### config.mk
export PLATFORM = sky130hd
export DESIGN_NAME = blocpu_stream_loader
export DESIGN_NICKNAME = d
export VERILOG_FILES = /design/src/rtl/blocpu_stream_loader.sv
export SDC_FILE = /design/constraint.sdc
export NUM_CORES = 1
export LEC_CHECK = 0
export BUFFER_PORTS_ARGS = -buffer_cell sky130_fd_sc_hd__buf_2
export CAP_MARGIN = 20
export CORE_ASPECT_RATIO = 0.5
export CORE_MARGIN = 3
export CORE_UTILIZATION = 54
export CTS_BUF_LIST = sky130_fd_sc_hd__clkbuf_8
export DETAILED_ROUTE_END_ITERATION = 8
export PLACE_DENSITY = 0.82
export SYNTH_ARGS = -nofsm -noshare
export SYNTH_HDL_FRONTEND = slang
export SYNTH_SLANG_ARGS = --single-unit
### constraint.sdc
create_clock -name clk -period 2.2 [get_ports clk]
set_clock_uncertainty 0.15 [all_clocks]
set_input_delay 0.33 -clock clk [delete_from_list [all_inputs] [get_ports clk]]
set_output_delay 0.33 -clock clk [all_outputs]
set_load 0.005 [all_outputs]
### src/rtl/blocpu_stream_loader.sv
// Byte-stream program loader for blocpu_core: frames, assembles and checksums
// instruction words, holds the core in reset while loading and reports ACK/NAK.
module blocpu_stream_loader #(
    parameter int         INSTR_WIDTH    = 12,
    parameter int         ADDR_WIDTH     = 16,
    parameter int         DEPTH          = 4096,
    parameter int         TIMEOUT_CYCLES = 1000000,
    parameter logic [7:0] SYNC_BYTE      = 8'hA5
) (
    input  logic                   clk,
    input  logic                   reset,
    input  logic [7:0]             rx_data,
    input  logic                   rx_valid,
    input  logic                   tx_busy,
    output logic [7:0]             tx_data,
    output logic                   tx_start,
    input  logic                   run_request,
    output logic                   core_reset,
    output logic                   core_running,
    output logic [INSTR_WIDTH-1:0] instr_data,
    output logic [ADDR_WIDTH-1:0]  instr_addr,
    output logic                   instr_write,
    output logic                   loaded,
    output logic                   error,
    output logic [ADDR_WIDTH-1:0]  words_loaded
);
    localparam int NB = (INSTR_WIDTH + 7) / 8;
    localparam int AW = NB * 8;
    localparam int TW = (TIMEOUT_CYCLES > 1) ? $clog2(TIMEOUT_CYCLES) : 1;
    localparam int CW = ((ADDR_WIDTH > 16) ? ADDR_WIDTH : 16) + 1;
    localparam logic [TW-1:0] TMO_LAST = TW'(TIMEOUT_CYCLES - 1);
    localparam logic [CW-1:0] DEPTH_C  = CW'(DEPTH);
    localparam logic [7:0]    ACK      = 8'h06;
    localparam logic [7:0]    NAK      = 8'h15;

    typedef enum logic [2:0] {
        IDLE, CNT_HI, CNT_LO, DATA, CHECK, STATUS, READY, RUN
    } state_t;

    state_t                 state_q, state_d;
    logic [7:0]             cnt_hi_q, cnt_hi_d;
    logic [15:0]            n_q, n_d;
    logic [AW-1:0]          asm_q, asm_d;
    logic [7:0]             csum_q, csum_d;
    logic [2:0]             byte_idx_q, byte_idx_d;
    logic [TW-1:0]          tmo_q, tmo_d;
    logic [7:0]             status_q, status_d;
    logic [7:0]             tx_data_q, tx_data_d;
    logic                   tx_start_q, tx_start_d;
    logic                   core_reset_q, core_reset_d;
    logic                   core_running_q, core_running_d;
    logic [INSTR_WIDTH-1:0] instr_data_q, instr_data_d;
    logic [ADDR_WIDTH-1:0]  instr_addr_q, instr_addr_d;
    logic                   instr_write_q, instr_write_d;
    logic                   loaded_q, loaded_d;
    logic                   error_q, error_d;
    logic [ADDR_WIDTH-1:0]  words_loaded_q, words_loaded_d;

    logic [AW-1:0] asm_shift;
    logic [15:0]   n_full;
    logic          timed_out;
    logic          sync_seen;
    logic          in_frame;

    always_comb begin
        state_d        = state_q;
        cnt_hi_d       = cnt_hi_q;
        n_d            = n_q;
        asm_d          = asm_q;
        csum_d         = csum_q;
        byte_idx_d     = byte_idx_q;
        tmo_d          = tmo_q;
        status_d       = status_q;
        tx_data_d      = tx_data_q;
        tx_start_d     = 1'b0;
        core_reset_d   = core_reset_q;
        core_running_d = core_running_q;
        instr_data_d   = instr_data_q;
        instr_addr_d   = instr_addr_q;
        instr_write_d  = 1'b0;
        loaded_d       = loaded_q;
        error_d        = error_q;
        words_loaded_d = words_loaded_q;

        asm_shift = (asm_q << 8) | AW'(rx_data);
        n_full    = {cnt_hi_q, rx_data};
        in_frame  = (state_q == CNT_HI) || (state_q == CNT_LO) ||
                    (state_q == DATA)   || (state_q == CHECK);
        sync_seen = rx_valid && (rx_data == SYNC_BYTE) &&
                    ((state_q == IDLE) || (state_q == RUN));

        // Idle-gap watchdog: any received byte restarts the count.
        timed_out = 1'b0;
        if (in_frame) begin
            if (rx_valid) begin
                tmo_d = '0;
            end else if (tmo_q == TMO_LAST) begin
                timed_out = 1'b1;
            end else begin
                tmo_d = tmo_q + TW'(1);
            end
        end

        case (state_q)
            IDLE: begin
                core_reset_d   = 1'b1;
                core_running_d = 1'b0;
            end
            CNT_HI: begin
                if (timed_out) begin
                    status_d = NAK;
                    error_d  = 1'b1;
                    state_d  = STATUS;
                end else if (rx_valid) begin
                    cnt_hi_d = rx_data;
                    state_d  = CNT_LO;
                end
            end
            CNT_LO: begin
                if (timed_out) begin
                    status_d = NAK;
                    error_d  = 1'b1;
                    state_d  = STATUS;
                end else if (rx_valid) begin
                    n_d = n_full;
                    if ((n_full == 16'd0) || (CW'(n_full) > DEPTH_C)) begin
                        status_d = NAK;
                        error_d  = 1'b1;
                        state_d  = STATUS;
                    end else begin
                        state_d = DATA;
                    end
                end
            end
            DATA: begin
                if (timed_out) begin
                    status_d = NAK;
                    error_d  = 1'b1;
                    state_d  = STATUS;
                end else if (rx_valid) begin
                    asm_d  = asm_shift;
                    csum_d = csum_q ^ rx_data;
                    if (byte_idx_q == 3'(NB - 1)) begin
                        byte_idx_d     = '0;
                        instr_write_d  = 1'b1;
                        instr_addr_d   = words_loaded_q;
                        instr_data_d   = asm_shift[INSTR_WIDTH-1:0];
                        words_loaded_d = words_loaded_q + ADDR_WIDTH'(1);
                        if ((CW'(words_loaded_q) + CW'(1)) == CW'(n_q)) begin
                            state_d = CHECK;
                        end
                    end else begin
                        byte_idx_d = byte_idx_q + 3'd1;
                    end
                end
            end
            CHECK: begin
                if (timed_out) begin
                    status_d = NAK;
                    error_d  = 1'b1;
                    state_d  = STATUS;
                end else if (rx_valid) begin
                    state_d = STATUS;
                    if (rx_data == csum_q) begin
                        status_d = ACK;
                        loaded_d = 1'b1;
                    end else begin
                        status_d = NAK;
                        error_d  = 1'b1;
                    end
                end
            end
            STATUS: begin
                if (!tx_busy) begin
                    tx_start_d = 1'b1;
                    tx_data_d  = status_q;
                    state_d    = loaded_q ? READY : IDLE;
                end
            end
            READY: begin
                core_reset_d   = 1'b1;
                core_running_d = 1'b0;
                if (run_request) begin
                    core_reset_d   = 1'b0;
                    core_running_d = 1'b1;
                    state_d        = RUN;
                end
            end
            RUN: begin
                core_reset_d   = 1'b0;
                core_running_d = 1'b1;
            end
            default: state_d = IDLE;
        endcase

        // A new frame may start from idle or as a reload of a running core.
        if (sync_seen) begin
            state_d        = CNT_HI;
            loaded_d       = 1'b0;
            error_d        = 1'b0;
            words_loaded_d = '0;
            csum_d         = '0;
            byte_idx_d     = '0;
            tmo_d          = '0;
            core_reset_d   = 1'b1;
            core_running_d = 1'b0;
        end
    end

    always_ff @(posedge clk) begin
        if (reset) begin
            state_q        <= IDLE;
            cnt_hi_q       <= '0;
            n_q            <= '0;
            asm_q          <= '0;
            csum_q         <= '0;
            byte_idx_q     <= '0;
            tmo_q          <= '0;
            status_q       <= '0;
            tx_data_q      <= '0;
            tx_start_q     <= 1'b0;
            core_reset_q   <= 1'b1;
            core_running_q <= 1'b0;
            instr_data_q   <= '0;
            instr_addr_q   <= '0;
            instr_write_q  <= 1'b0;
            loaded_q       <= 1'b0;
            error_q        <= 1'b0;
            words_loaded_q <= '0;
        end else begin
            state_q        <= state_d;
            cnt_hi_q       <= cnt_hi_d;
            n_q            <= n_d;
            asm_q          <= asm_d;
            csum_q         <= csum_d;
            byte_idx_q     <= byte_idx_d;
            tmo_q          <= tmo_d;
            status_q       <= status_d;
            tx_data_q      <= tx_data_d;
            tx_start_q     <= tx_start_d;
            core_reset_q   <= core_reset_d;
            core_running_q <= core_running_d;
            instr_data_q   <= instr_data_d;
            instr_addr_q   <= instr_addr_d;
            instr_write_q  <= instr_write_d;
            loaded_q       <= loaded_d;
            error_q        <= error_d;
            words_loaded_q <= words_loaded_d;
        end
    end

    assign tx_data      = tx_data_q;
    assign tx_start     = tx_start_q;
    assign core_reset   = core_reset_q;
    assign core_running = core_running_q;
    assign instr_data   = instr_data_q;
    assign instr_addr   = instr_addr_q;
    assign instr_write  = instr_write_q;
    assign loaded       = loaded_q;
    assign error        = error_q;
    assign words_loaded = words_loaded_q;
endmodule

### Yosys cells after proc, flatten, opt, wreduce, memory -nomap -nowiden

Index checks and enable logic that the tools add are counted.

* memory bits (read-only): 0
* memories: 0
* latch bits: 0
* bits in writable memories: 0
* register bits after elaboration: 128
* output and inout bits: 58
* word-level logic and storage cells: 135

* multiplexer cells: 44
* bitwise gates (word level): 7
* equality and inequality tests: 32
* $add $sub $neg: 4
* shifts and indexed selects: 0
* reduce and logical (&&, ||, !) cells: 28
* magnitude comparators: 1
* multipliers: 0
* divide/modulo/power cells: 0

Operator list (number)
* two-way mux 8 bit: 6
* two-way mux 3 bit: 15
* two-way mux 20 bit: 2
* one-hot mux 8 bit (3 select lines): 1
* != test 3 bit (second input constant): 7
* adder 20 x 1 -> 20 bit (second input constant): 1
* == test 20 bit (second input constant): 1
* one-hot mux 3 bit (6 select lines): 1
* AND reduction 9 bit: 2
* adder 16 x 1 -> 17 bit (second input constant): 1
* == test 17 x 16 -> 1 bit: 1
* adder 16 x 1 -> 16 bit (second input constant): 1
* greater-than comparator 16 x 13 -> 1 bit (second input constant): 1
* zero test 16 bit: 1
* != test 4 bit (second input constant): 4
* two-way mux 1 bit: 15
* == test 3 bit (second input constant): 4
* bitwise OR 12 x 8 -> 12 bit: 1
* != test 3 x 2 -> 1 bit (second input constant): 3
* one-hot mux 1 bit (3 select lines): 3
* AND reduction 3 bit: 3
* == test 8 bit: 1
* == test 8 bit (second input constant): 1
* != test 4 x 3 -> 1 bit (second input constant): 2
* 20 further kinds: 38

### Longest topological paths before layout

* word-level depth: 8
* mapped depth: 9

### Worst setup path after synthesis

Ideal clock, no wire load.

* path type: reg2reg
* from: register words_loaded_q[0] (netlist: words_loaded[0])
* to: register state_q[2]
* cell stages (with the launch flop): 8
* slack: -0.132 ns
* clock period less this slack: 2.332 ns
* path buffers: 0
* data arrival time: 2.110 ns
* path through: dfxtp_1 -> ha_1 -> nand3_1 -> or4_1 -> a221oi_2 -> o2111ai_1 -> o21ai_2 -> nor3b_2

* longest elaborated chain between the ends: 4

RTL lines
* start, declared: line 57 `logic [ADDR_WIDTH-1:0] words_loaded_q, words_loaded_d;`
* start signal, assigned: line 248 `words_loaded_q <= words_loaded_d;`
* adder 16 x 1 -> 17 bit: line 149 `if ((CW'(words_loaded_q) + CW'(1)) == CW'(n_q)) begin`
* == test 17 x 16 -> 1 bit: line 149
* != test 3 x 2 -> 1 bit (no line)
* AND reduction 9 bit (no line)
* end signal, assigned: line 231 `state_q <= state_d;`
* end, declared: line 40 `state_t state_q, state_d;`

No other way between the ends.
A chain may end at the register's enable or synchronous reset.

### Final worst setup path

* from: register words_loaded_q[3] (netlist: words_loaded[3])
* to: register state_q[0]

* longest elaborated chain between the ends: 4

RTL lines (line)
* adder 16 x 1 -> 17 bit: 149
* == test 17 x 16 -> 1 bit: 149
* != test 4 x 3 -> 1 bit (no line)
* AND reduction 9 bit (no line)

No other way between the ends.

==> load_flow_metrics.sql <==
INSERT INTO impl_metrics (metric_group, metric, value, unit) VALUES
('worst_setup_path', 'cp_top_delay_family', 'compound AO/OA/AOI/OAI gates', ''),
('worst_setup_path', 'critical_path_buf_inv_count', '0', ''),
('worst_setup_path', 'r2r_setup_slack', '-0.03', 'ns'),
('min_path', 'hold_start', 'run_request', ''),
('worst_setup_path', 'worst_r2r_startpoint', 'words_loaded[3]', ''),
('timing', 'setup_viol', '2', ''),
('worst_setup_path', 'slowest_stage', 'sky130_fd_sc_hd__or4_4', ''),
('power', 'internal_power', '3.74', 'mW'),
('global_routing', 'wire_length_of_the_first_global_routing_pass', '23100', 'um'),
('detailed_routing', 'drcViolationCount', '0', ''),
('logic_synthesis', 'synth_most_common_cell', 'sky130_fd_sc_hd__nand2_1', ''),
('final_layout', 'multi_input_area', '0.00295', 'mm^2'),
('logic_synthesis', 'yosysUniqueCellTypes', '58', ''),
('power', 'ir_worst_vdd', '0.000606', 'V'),
('logic_synthesis', 'synth-edff-count', '0', ''),
('global_routing', 'antenna_found_initial', '0', ''),
('timing', 'relSlewSlack', '0.557', ''),
('place', 'io_buffer_count', '66', ''),
('min_path', 'holdCritPathClass', 'input port to flip-flop', ''),
('floorplanning', 'boundaryPins', '71', ''),
('global_routing', 'grt_use_total', '0.247', ''),
('final_layout', 'n_fill_cell', '708', ''),
('floorplanning', 'vert_die_dim', '76.8', 'um'),
('detailed_routing', 'detail_route.wl_per_cell', '15.0', 'um'),
('timing', 'timing.final.ws_setup', '-0.0275', 'ns'),
('worst_setup_path', 'endpoint_kind', 'flip-flop', ''),
('final_layout', 'layout.nets', '800', ''),
('power', 'power_leakage', '2.76', 'nW'),
('timing', 'timing.final.crit_share', '1.01', ''),
('final_layout', 'layout.cells.non_filler', '933', ''),
('run_status', 'outcome', 'complete, but fails checks', ''),
('global_routing', 'gr-total-overflow', '0', ''),
('logic_synthesis', 'yosysSeqAreaShare', '0.437', ''),
('final_layout', 'area.growth.synth_to_final', '26.8', '%'),
('final_layout', 'drive_gt1_frac', '0.267', ''),
('clock_tree', 'cts_htree_levels', '4', ''),
('timing', 'hold_slack', '0.0699', 'ns'),
('logic_synthesis', 'synth_area_per_cell', '8.09', 'um^2'),
('place', 'routability_congestion', '0.915', ''),
('logic_synthesis', 'ys_top_cells_by_area', 'sky130_fd_sc_hd__dfxtp_1 (44%), sky130_fd_sc_hd__nand2_1 (9.3%), sky130_fd_sc_hd__xor2_1 (6.6%)', ''),
('timing', 'rsz0062_at_grt', 'true', ''),
('detailed_routing', 'postRouteAntennaNets', '0', ''),
('logic_synthesis', 'yosys.area.top_type', 'sky130_fd_sc_hd__dfxtp_1', ''),
('global_routing', 'pin_count_of_the_biggest_net_entering_global_routing', '67', ''),
('detailed_routing', 'drt-vias-per-instance', '5.48', ''),
('floorplanning', 'coreArea', '0.00960', 'mm^2'),
('clock_tree', 'clk_pin_slew', '0.08', 'ns'),
('detailed_routing', 'detailroute.via_count', '5110', ''),
('logic_synthesis', 'synth.cells.most_frequent', 'sky130_fd_sc_hd__nand2_1 (134), sky130_fd_sc_hd__dfxtp_1 (118), sky130_fd_sc_hd__a21oi_1 (69)', ''),
('clock_tree', 'clock_sink_count', '118', ''),
('power', 'switchingPower', '1.69', 'mW'),
('power', 'sw_frac_of_total', '0.312', ''),
('min_path', 'worstHoldPathCells', '4', ''),
('detailed_routing', 'dr.first_iter.drc_count', '236', ''),
('final_layout', 'final-seq-area', '0.00238', 'mm^2'),
('worst_setup_path', 'worst_path_largest_cell_delay', '0.43', 'ns'),
('worst_setup_path', 'worst_r2r_path_depth', '7', ''),
('power', 'combinationalPowerShare', '0.217', ''),
('floorplanning', 'floorplan.die_area', '0.0113', 'mm^2'),
('floorplanning', 'fp.dieW', '148', 'um'),
('power', 'p_clk_frac', '0.357', ''),
('timing', 'fmax', '0.449', 'GHz'),
('power', 'power_density', '792', 'mW/mm^2'),
('clock_tree', 'cts_tree', 'done', ''),
('run_status', 'failed_checks', 'setup timing', ''),
('detailed_routing', 'first_pass_drt_iterations', '5', ''),
('final_layout', 'insertedDiodeCount', '0', ''),
('clock_tree', 'clock-root-buffer', 'sky130_fd_sc_hd__clkbuf_8', ''),
('worst_setup_path', 'cp.required', '2.34', 'ns'),
('timing', 'worstMarginPinSlew', '0.665', 'ns'),
('floorplanning', 'placementRows', '25', '');
[flip-flops by register name, summed over array words and instances (netlist names), 3 cells and up]
signal        flops
instr_addr       16
state_q           3
words_loaded     16
asm_q             4
tmo_q            20
instr_data       12
n_q              16
byte_idx_q        3
tx_data           3
cnt_hi_q          8
status_q          3
csum_q            8
[power groups by stage]
stage	Combinational [mW]	Sequential, mW	Clock (mW)
CTS	1.14	2.31	1.95
global placement	1.10	2.35	0
detailed placement	1.12	2.36	0
global route	1.29	2.32	2.05
floorplan	0.731	2.35	0
finish	1.18	2.31	1.94
[worst max-delay path by stage]
stage	from	end	slack, ns	cells past startpoint
6_report	words_loaded[3]	state_q[0]	-0.03	7
5_1_grt	words_loaded[4]	state_q[2]	-0.11	8
4_1_cts	words_loaded[1]	state_q[0]	-0.09	7
3_5_place_dp	rx_data[3]	state_q[1]	-0.13	8
3_3_place_gp	rx_data[3]	state_q[1]	-0.14	8
2_1_floorplan	words_loaded[3]	state_q[2]	-0.005	9
[tightest hold or removal path: stages]
cell	delay (ns)
sky130_fd_sc_hd__buf_2	0.09
sky130_fd_sc_hd__inv_1	0.06
sky130_fd_sc_hd__a31oi_1	0.10
sky130_fd_sc_hd__nand2_1	0.05
[kinds of logic after synthesis]
family          share of synthesized area
fa+ha+maj                         0.00463
simple gates                        0.262
other cells                      0.000694
xor+xnor                            0.100
compound gates                      0.126
mux                                0.0243
flops                               0.437
buf+inv                            0.0451
[area by class of cell]
type                    count  share of cell area
repair buffers            143               0.137
clock buffers              17              0.0341
well taps                 135              0.0246
clock inverters            15              0.0226
inverters                   7             0.00383
flip-flops and latches    118               0.347
multi-input cells         498               0.431
[layer usage]
layer | global-route usage | wire (um) | part of all wire | vias to the layer above
met4 | 0.0967 | 201 | 0.014 | 0
met3 | 0.0667 | 806 | 0.058 | 24
met1 | 0.314 | 6290 | 0.45 | 2402
li1 | - | - | - | 2503
met5 | 0 | 0 | 0 | -
met2 | 0.400 | 6690 | 0.48 | 181
[per-stage QoR]
step | setup TNS, ns | area, um^2 | setup WS (ns) | util | power (mW)
after global routing | -0.315 | 6850 | -0.112 | 0.714 | 5.66
after CTS | -0.201 | 6730 | -0.0879 | 0.701 | 5.40
final | -0.0454 | 6850 | -0.0275 | 0.714 | 5.43
after global placement | -0.332 | 6290 | -0.144 | 0.655 | 3.45
after detailed placement | -0.530 | 6290 | -0.135 | 0.655 | 3.48
after floorplan | -0.00495 | 5430 | -0.00495 | - | 3.08
[cells in the final DEF, fill, tap and decap left out, drive strengths merged, types with 10 or more instances in the layout]
cell	count
nand2	134
mux2i	12
dfxtp	118
and3	10
xnor2	21
nand4	11
a21oi	69
buf	143
xor2	41
clkbuf	17
nand3	17
or3	11
nor2	61
o21ai	19
[timing repair]
| action | 4_1_cts | 5_1_grt |
|---|---|---|
| setup endpoints to repair | 4 | 30 |
| pin swaps | 7 | 12 |
| buffers inserted | 3 | 1 |
| gates resized for setup | 10 | 26 |
| endpoints found under the hold margin | 0 | 0 |
Power figures use the tool's default switching activity.
